--- config.mk ---
export PLATFORM = sky130hd
export DESIGN_NAME = mips_regfile_write_arbiter
export DESIGN_NICKNAME = d
export VERILOG_FILES = /design/src/rtl/mips_pkg.sv /design/src/rtl/mips_rr_arbiter.sv /design/src/rtl/mips_regfile_write_arbiter.sv
export SDC_FILE = /design/constraint.sdc
export NUM_CORES = 1
export LEC_CHECK = 0
export CAP_MARGIN = 20
export CORE_ASPECT_RATIO = 1.4
export CORE_UTILIZATION = 43
export DETAILED_ROUTE_END_ITERATION = 6
export MAX_ROUTING_LAYER = met4
export PLACE_DENSITY = 0.88
export SLEW_MARGIN = 20
export SYNTH_ARGS = -nofsm -noshare
export SYNTH_HDL_FRONTEND = slang
export SYNTH_SLANG_ARGS = --single-unit
--- constraint.sdc ---
create_clock -name clk -period 4.7 [get_ports clk]
set_input_delay 0.94 -clock clk [delete_from_list [all_inputs] [get_ports clk]]
set_output_delay 0.94 -clock clk [all_outputs]
set_load 0.005 [all_outputs]
--- src/rtl/mips_pkg.sv ---
// Shared MIPS datapath constants used by the register file and its write-port arbiter.
package mips_pkg;

  localparam int unsigned REG_ADDR_W = 5;
  localparam int unsigned DATA_W     = 32;
  localparam int unsigned NUM_REGS   = 32;

  localparam logic [REG_ADDR_W-1:0] REG_ZERO = 5'd0;

  // One writeback transaction as presented to the register file.
  typedef struct packed {
    logic [REG_ADDR_W-1:0] addr;
    logic [DATA_W-1:0]     data;
  } wb_req_t;

endpackage

--- src/rtl/mips_rr_arbiter.sv ---
// Combinational round-robin arbiter: first asserted request at or after ptr, wrapping.
module mips_rr_arbiter #(
  parameter  int unsigned NUM_REQ = 3,
  localparam int unsigned IDX_W   = (NUM_REQ > 1) ? $clog2(NUM_REQ) : 1
) (
  input  logic [NUM_REQ-1:0] req,
  input  logic [IDX_W-1:0]   ptr,
  output logic [NUM_REQ-1:0] grant,
  output logic [IDX_W-1:0]   grant_idx
);

  logic        found;
  int unsigned idx;

  always_comb begin
    grant     = '0;
    grant_idx = '0;
    found     = 1'b0;
    idx       = 0;
    for (int unsigned k = 0; k < NUM_REQ; k++) begin
      idx = (32'(ptr) + k) % NUM_REQ;
      if (!found && req[IDX_W'(idx)]) begin
        found                = 1'b1;
        grant[IDX_W'(idx)]   = 1'b1;
        grant_idx            = IDX_W'(idx);
      end
    end
  end

endmodule

--- src/rtl/mips_regfile_write_arbiter.sv ---
// Round-robin arbitration of writeback sources onto the register-file write port,
// plus a per-register busy scoreboard for decode-stage RAW hazard detection.
module mips_regfile_write_arbiter
  import mips_pkg::*;
#(
  parameter int unsigned NUM_REQ = 3
) (
  input  logic                         clk,
  input  logic                         reset,
  input  logic [NUM_REQ-1:0]           req_valid,
  output logic [NUM_REQ-1:0]           req_ready,
  input  logic [REG_ADDR_W*NUM_REQ-1:0] req_addr,
  input  logic [DATA_W*NUM_REQ-1:0]    req_data,
  input  logic                         claim_valid,
  input  logic [REG_ADDR_W-1:0]        claim_addr,
  output logic                         claim_ready,
  input  logic [REG_ADDR_W-1:0]        src_addr_1,
  input  logic [REG_ADDR_W-1:0]        src_addr_2,
  output logic                         src_busy_1,
  output logic                         src_busy_2,
  output logic                         write_enable,
  output logic [REG_ADDR_W-1:0]        dst_addr,
  output logic [DATA_W-1:0]            write_data,
  output logic [NUM_REGS-1:0]          busy_mask
);

  localparam int unsigned IDX_W = (NUM_REQ > 1) ? $clog2(NUM_REQ) : 1;

  logic [IDX_W-1:0]    rr_ptr;
  logic [IDX_W-1:0]    grant_idx;
  logic [NUM_REQ-1:0]  grant;
  wb_req_t             win;
  logic                xfer;
  logic                commit_hit;
  logic                claim_set;
  logic [NUM_REGS-1:0] busy_next;

  mips_rr_arbiter #(.NUM_REQ(NUM_REQ)) u_arb (
    .req       (req_valid),
    .ptr       (rr_ptr),
    .grant     (grant),
    .grant_idx (grant_idx)
  );

  // Grants are suppressed while reset is held so nothing is handed off.
  assign req_ready = grant & {NUM_REQ{reset}};
  assign xfer      = |(req_valid & req_ready);

  always_comb begin
    win = '0;
    for (int unsigned i = 0; i < NUM_REQ; i++) begin
      if (grant[i]) begin
        win.addr = req_addr[i*REG_ADDR_W +: REG_ADDR_W];
        win.data = req_data[i*DATA_W +: DATA_W];
      end
    end
  end

  // A commit to the claimed register frees it at the same edge, so the claim may proceed.
  assign commit_hit  = write_enable && (dst_addr == claim_addr);
  assign claim_ready = reset &
                       ((claim_addr == REG_ZERO) | ~busy_mask[claim_addr] | commit_hit);
  assign claim_set   = claim_valid & claim_ready & (claim_addr != REG_ZERO);

  // Clear on commit first so a coinciding claim of the same register wins.
  always_comb begin
    busy_next = busy_mask;
    if (write_enable) busy_next[dst_addr] = 1'b0;
    if (claim_set)    busy_next[claim_addr] = 1'b1;
  end

  assign src_busy_1 = (src_addr_1 != REG_ZERO) & busy_mask[src_addr_1];
  assign src_busy_2 = (src_addr_2 != REG_ZERO) & busy_mask[src_addr_2];

  always_ff @(posedge clk or negedge reset) begin
    if (!reset) begin
      write_enable <= 1'b0;
      dst_addr     <= '0;
      write_data   <= '0;
      busy_mask    <= '0;
      rr_ptr       <= '0;
    end else begin
      write_enable <= xfer && (win.addr != REG_ZERO);
      if (xfer) begin
        dst_addr   <= win.addr;
        write_data <= win.data;
        rr_ptr     <= (grant_idx == IDX_W'(NUM_REQ - 1)) ? '0 : grant_idx + IDX_W'(1);
      end
      busy_mask <= busy_next;
    end
  end

endmodule

==> results.toml <==
[worst_setup_path]
cp-end-kind = "primary output"
worstSetupStartpointType = "primary input"
cp_slowest_cell = "clkdlybuf4s50_1"
rr_startpoint = "rr_ptr[1]"
reg2reg_to = "write_data[22]"
r2r_setup_slack_ps = 1290
worstPathMaxFanout = 9
cp.required_ps = 3760
critical_path_class = "primary input to primary output"
r2r_cells = 10
cp_cell_sequence = "clkdlybuf4s50_1, mux4_2, mux4_2, mux2_2, clkdlybuf4s50_1"
crit_arrival_ps = 3540
crit_path_max_incr_delay_ps = 800

[synth]
synth_simple_gate_area_share_pct = 13.1
synth_ff_type = "dfrtp_1"
synth_edf_count = 0
ys_ff_latch = 72
synth_top_family_by_area = "multiplexers"
syn-num-nets = 604
synthXorXnorAreaFrac_pct = 0.894
yosysUniqueCellTypes = 54
ys_warn_count = 0
synth_adder_area_share_pct = 1.02
synth-seq-area-share_pct = 36.8
muxShareOfSynthArea_pct = 24.4
synthArstFlopShare_pct = 100
syn_inst = 468
synth.cell_area_mm2 = 0.00490
syn_area_per_cell_um2 = 10.5
synth_compound_area_share_pct = 19.0

[clocking]
numCtsBuffers = 9
clk_pin_slew_ps = 50
cts_num_sinks = 72
htreeDepth = 3
root_buffer = "clkbuf_16"
cts_tree = "built"
worstSkewPairLatency_ps = 330
cts_buffer_depth = 2
postCtsSetupRepairBufs = 0
cts-hold-fix-buffers = 0
ctsResizeCount = 0

[hold_path]
hold_path_depth = 1
holdCritPathClass = "flop to flop"
hold_end = "write_data[1]"
hold_start = "write_data[1]"

[detailed_routing]
antenna_left = 0
route.vias.total = 4939
routed-wl-met3_um = 1600
viasPerCell = 6.14
wl_met1_um = 6150
drc = 0
met2_length_um = 8930
drtPass1Iterations = 5
wl_per_cell_um = 21.5
top_layer_used = "met4"
routed_wl_um = 17300
drtIter0Drc = 214

[placement]
place_congestion = 1.01
hpwl_um = 13500
portBuffers = 207
dpl.cell_count = 789

[timing]
setup_violations = 0
period_needed_ps = 4480
slew_headroom_pct = 33.1
worst_clock_skew_ps = 6.56
drv_slew = 0
max_freq_ghz = 0.223
finalCritPeriodShare_pct = 95.3
hold_violations = 0
worst_pin_slew_ps = 1000
holdWs_ps = 507
rsz0062_at_grt = "no"
fin_setup_tns_ps = 0

[final_layout]
syn_to_final_growth_pct = 50.2
num-nets-final = 795
multi_input_area_mm2 = 0.00287
regArea_mm2 = 0.00180
drive_above_1_share_pct = 14.9
utilization_pct = 67.0
n_antenna_cell = 0
layout.cells.non_filler = 805
fillCellCount = 860

[floorplan]
start_util_pct = 44.6
fp.dieH_um = 128
rows = 45
die_area_mm2 = 0.0118
die_x_um = 92.2
top_level_ports = 208
coreArea_mm2 = 0.0110

[global_routing]
grt-ovfl-total = 0
grt_util_all_layers_pct = 30.6
grt_max_degree = 44
antenna_found_initial = 0
grt_pass1_wl_um = 26600
grt_pass1_vias = 4971

[power]
power.total_mw = 4.88
powerDensity_mw_per_mm2 = 664
max-vdd-ir-drop_mv = 0.415
p_leak_nw = 2.85

[flow_run]
maxCapViolations = 0

[status]
status = "complete, no violations"
-- stage by stage --
stage / setup slack [ps] / cell area [um2]
floorplan: 1140 / 4900
global placement: 231 / 7030
detailed placement: 191 / 7030
CTS: 183 / 7360
global route: 109 / 7360
finish: 222 / 7360
-- kinds of logic after synthesis --
kind of cell,count (synthesis)
and+or+nand+nor,138
AOI/OAI and AO/OA,133
DFF,72
muxes,70
buffers and inverters,46
xor gates and xnor gates,5
adders and majority gates,4
-- power by group --
group	total [mW]	switching, mW	internal, mW
Combinational	2.88	1.27	1.62
Clock	0.729	0.253	0.476
Sequential	1.27	0.365	0.906
-- cells in the mapped netlist, drive strengths merged (2+ instances only) --
cell type | n | area share [%]
a21bo | 2 | 0.41
a221o | 3 | 0.61
a221oi | 33 | 5.9
a32oi | 5 | 0.89
and2 | 3 | 0.38
and3 | 2 | 0.36
buf | 19 | 2.7
clkbuf | 17 | 1.3
dfrtp | 72 | 37
ha | 4 | 1.0
inv | 10 | 0.77
mux2 | 39 | 11
mux2i | 5 | 1.0
mux4 | 26 | 12
nand2 | 17 | 1.3
nand2b | 5 | 0.64
nand3 | 14 | 1.4
nand4 | 8 | 1.3
nor2 | 75 | 5.7
nor2b | 3 | 0.38
nor3 | 2 | 0.20
o211a | 2 | 0.41
o211ai | 4 | 0.61
o21a | 3 | 0.46
o21ai | 64 | 6.5
o22a | 2 | 0.36
o2bb2ai | 2 | 0.36
o31ai | 3 | 0.46
o41ai | 2 | 0.36
or2 | 2 | 0.26
or3 | 2 | 0.26
xor2 | 4 | 0.72
-- critical path, delay by kind of cell --
kind	cells	cell delay, ps
buffers and inverters	2	1250
multiplexers	3	1350
-- worst max-delay path by stage --
stage / startpoint / end / depth (start not counted)
after floorplan: src_addr_1[0] / src_busy_1 / 4
after global placement: src_addr_2[0] / src_busy_2 / 5
after detailed placement: src_addr_2[0] / src_busy_2 / 5
after CTS: src_addr_2[0] / src_busy_2 / 5
after global routing: src_addr_2[0] / src_busy_2 / 5
final: src_addr_2[0] / src_busy_2 / 5
-- registers in the layout, summed over array words and instances (netlist names) --
register	flops
write_data	32
write_enable	1
rr_ptr	2
busy_mask	32
dst_addr	5
-- placed cells by master, fill, tap and decap left out, drive strengths merged, types with 2 or more instances in the layout --
cell type | Yosys | layout
a21bo | 2 | 2
a221o | 3 | 3
a221oi | 33 | 33
a32oi | 5 | 5
and2 | 3 | 3
and3 | 2 | 2
buf | 19 | 10
bufinv | 0 | 2
clkbuf | 17 | 10
clkdlybuf4s50 | 0 | 206
clkinv | 0 | 3
dfrtp | 72 | 72
ha | 4 | 4
inv | 10 | 10
mux2 | 39 | 39
mux2i | 5 | 5
mux4 | 26 | 26
nand2 | 17 | 17
nand2b | 5 | 5
nand3 | 14 | 14
nand4 | 8 | 8
nor2 | 75 | 75
nor2b | 3 | 3
nor3 | 2 | 2
o211a | 2 | 2
o211ai | 4 | 4
o21a | 3 | 3
o21ai | 64 | 64
o22a | 2 | 2
o2bb2ai | 2 | 2
o31ai | 3 | 3
o41ai | 2 | 2
or2 | 2 | 2
or3 | 2 | 2
xor2 | 4 | 4
-- final cells by class --
class,count,share of cell area [%]
Timing Repair Buffer,216,29.2
Clock buffer,10,3.25
Sequential cell,72,24.5
Tap cell,141,2.40
Multi-Input combinational cell,350,39.0
Inverter,10,0.510
Clock inverter,6,1.12
-- per-layer routing --
layer  GRT usage (%)  up-vias
li1                -     2165
met1            35.1     2389
met2            52.8      338
met3            5.34       47
met4            12.7        0
met5               -        -
(Power assumes the default switching activity.)
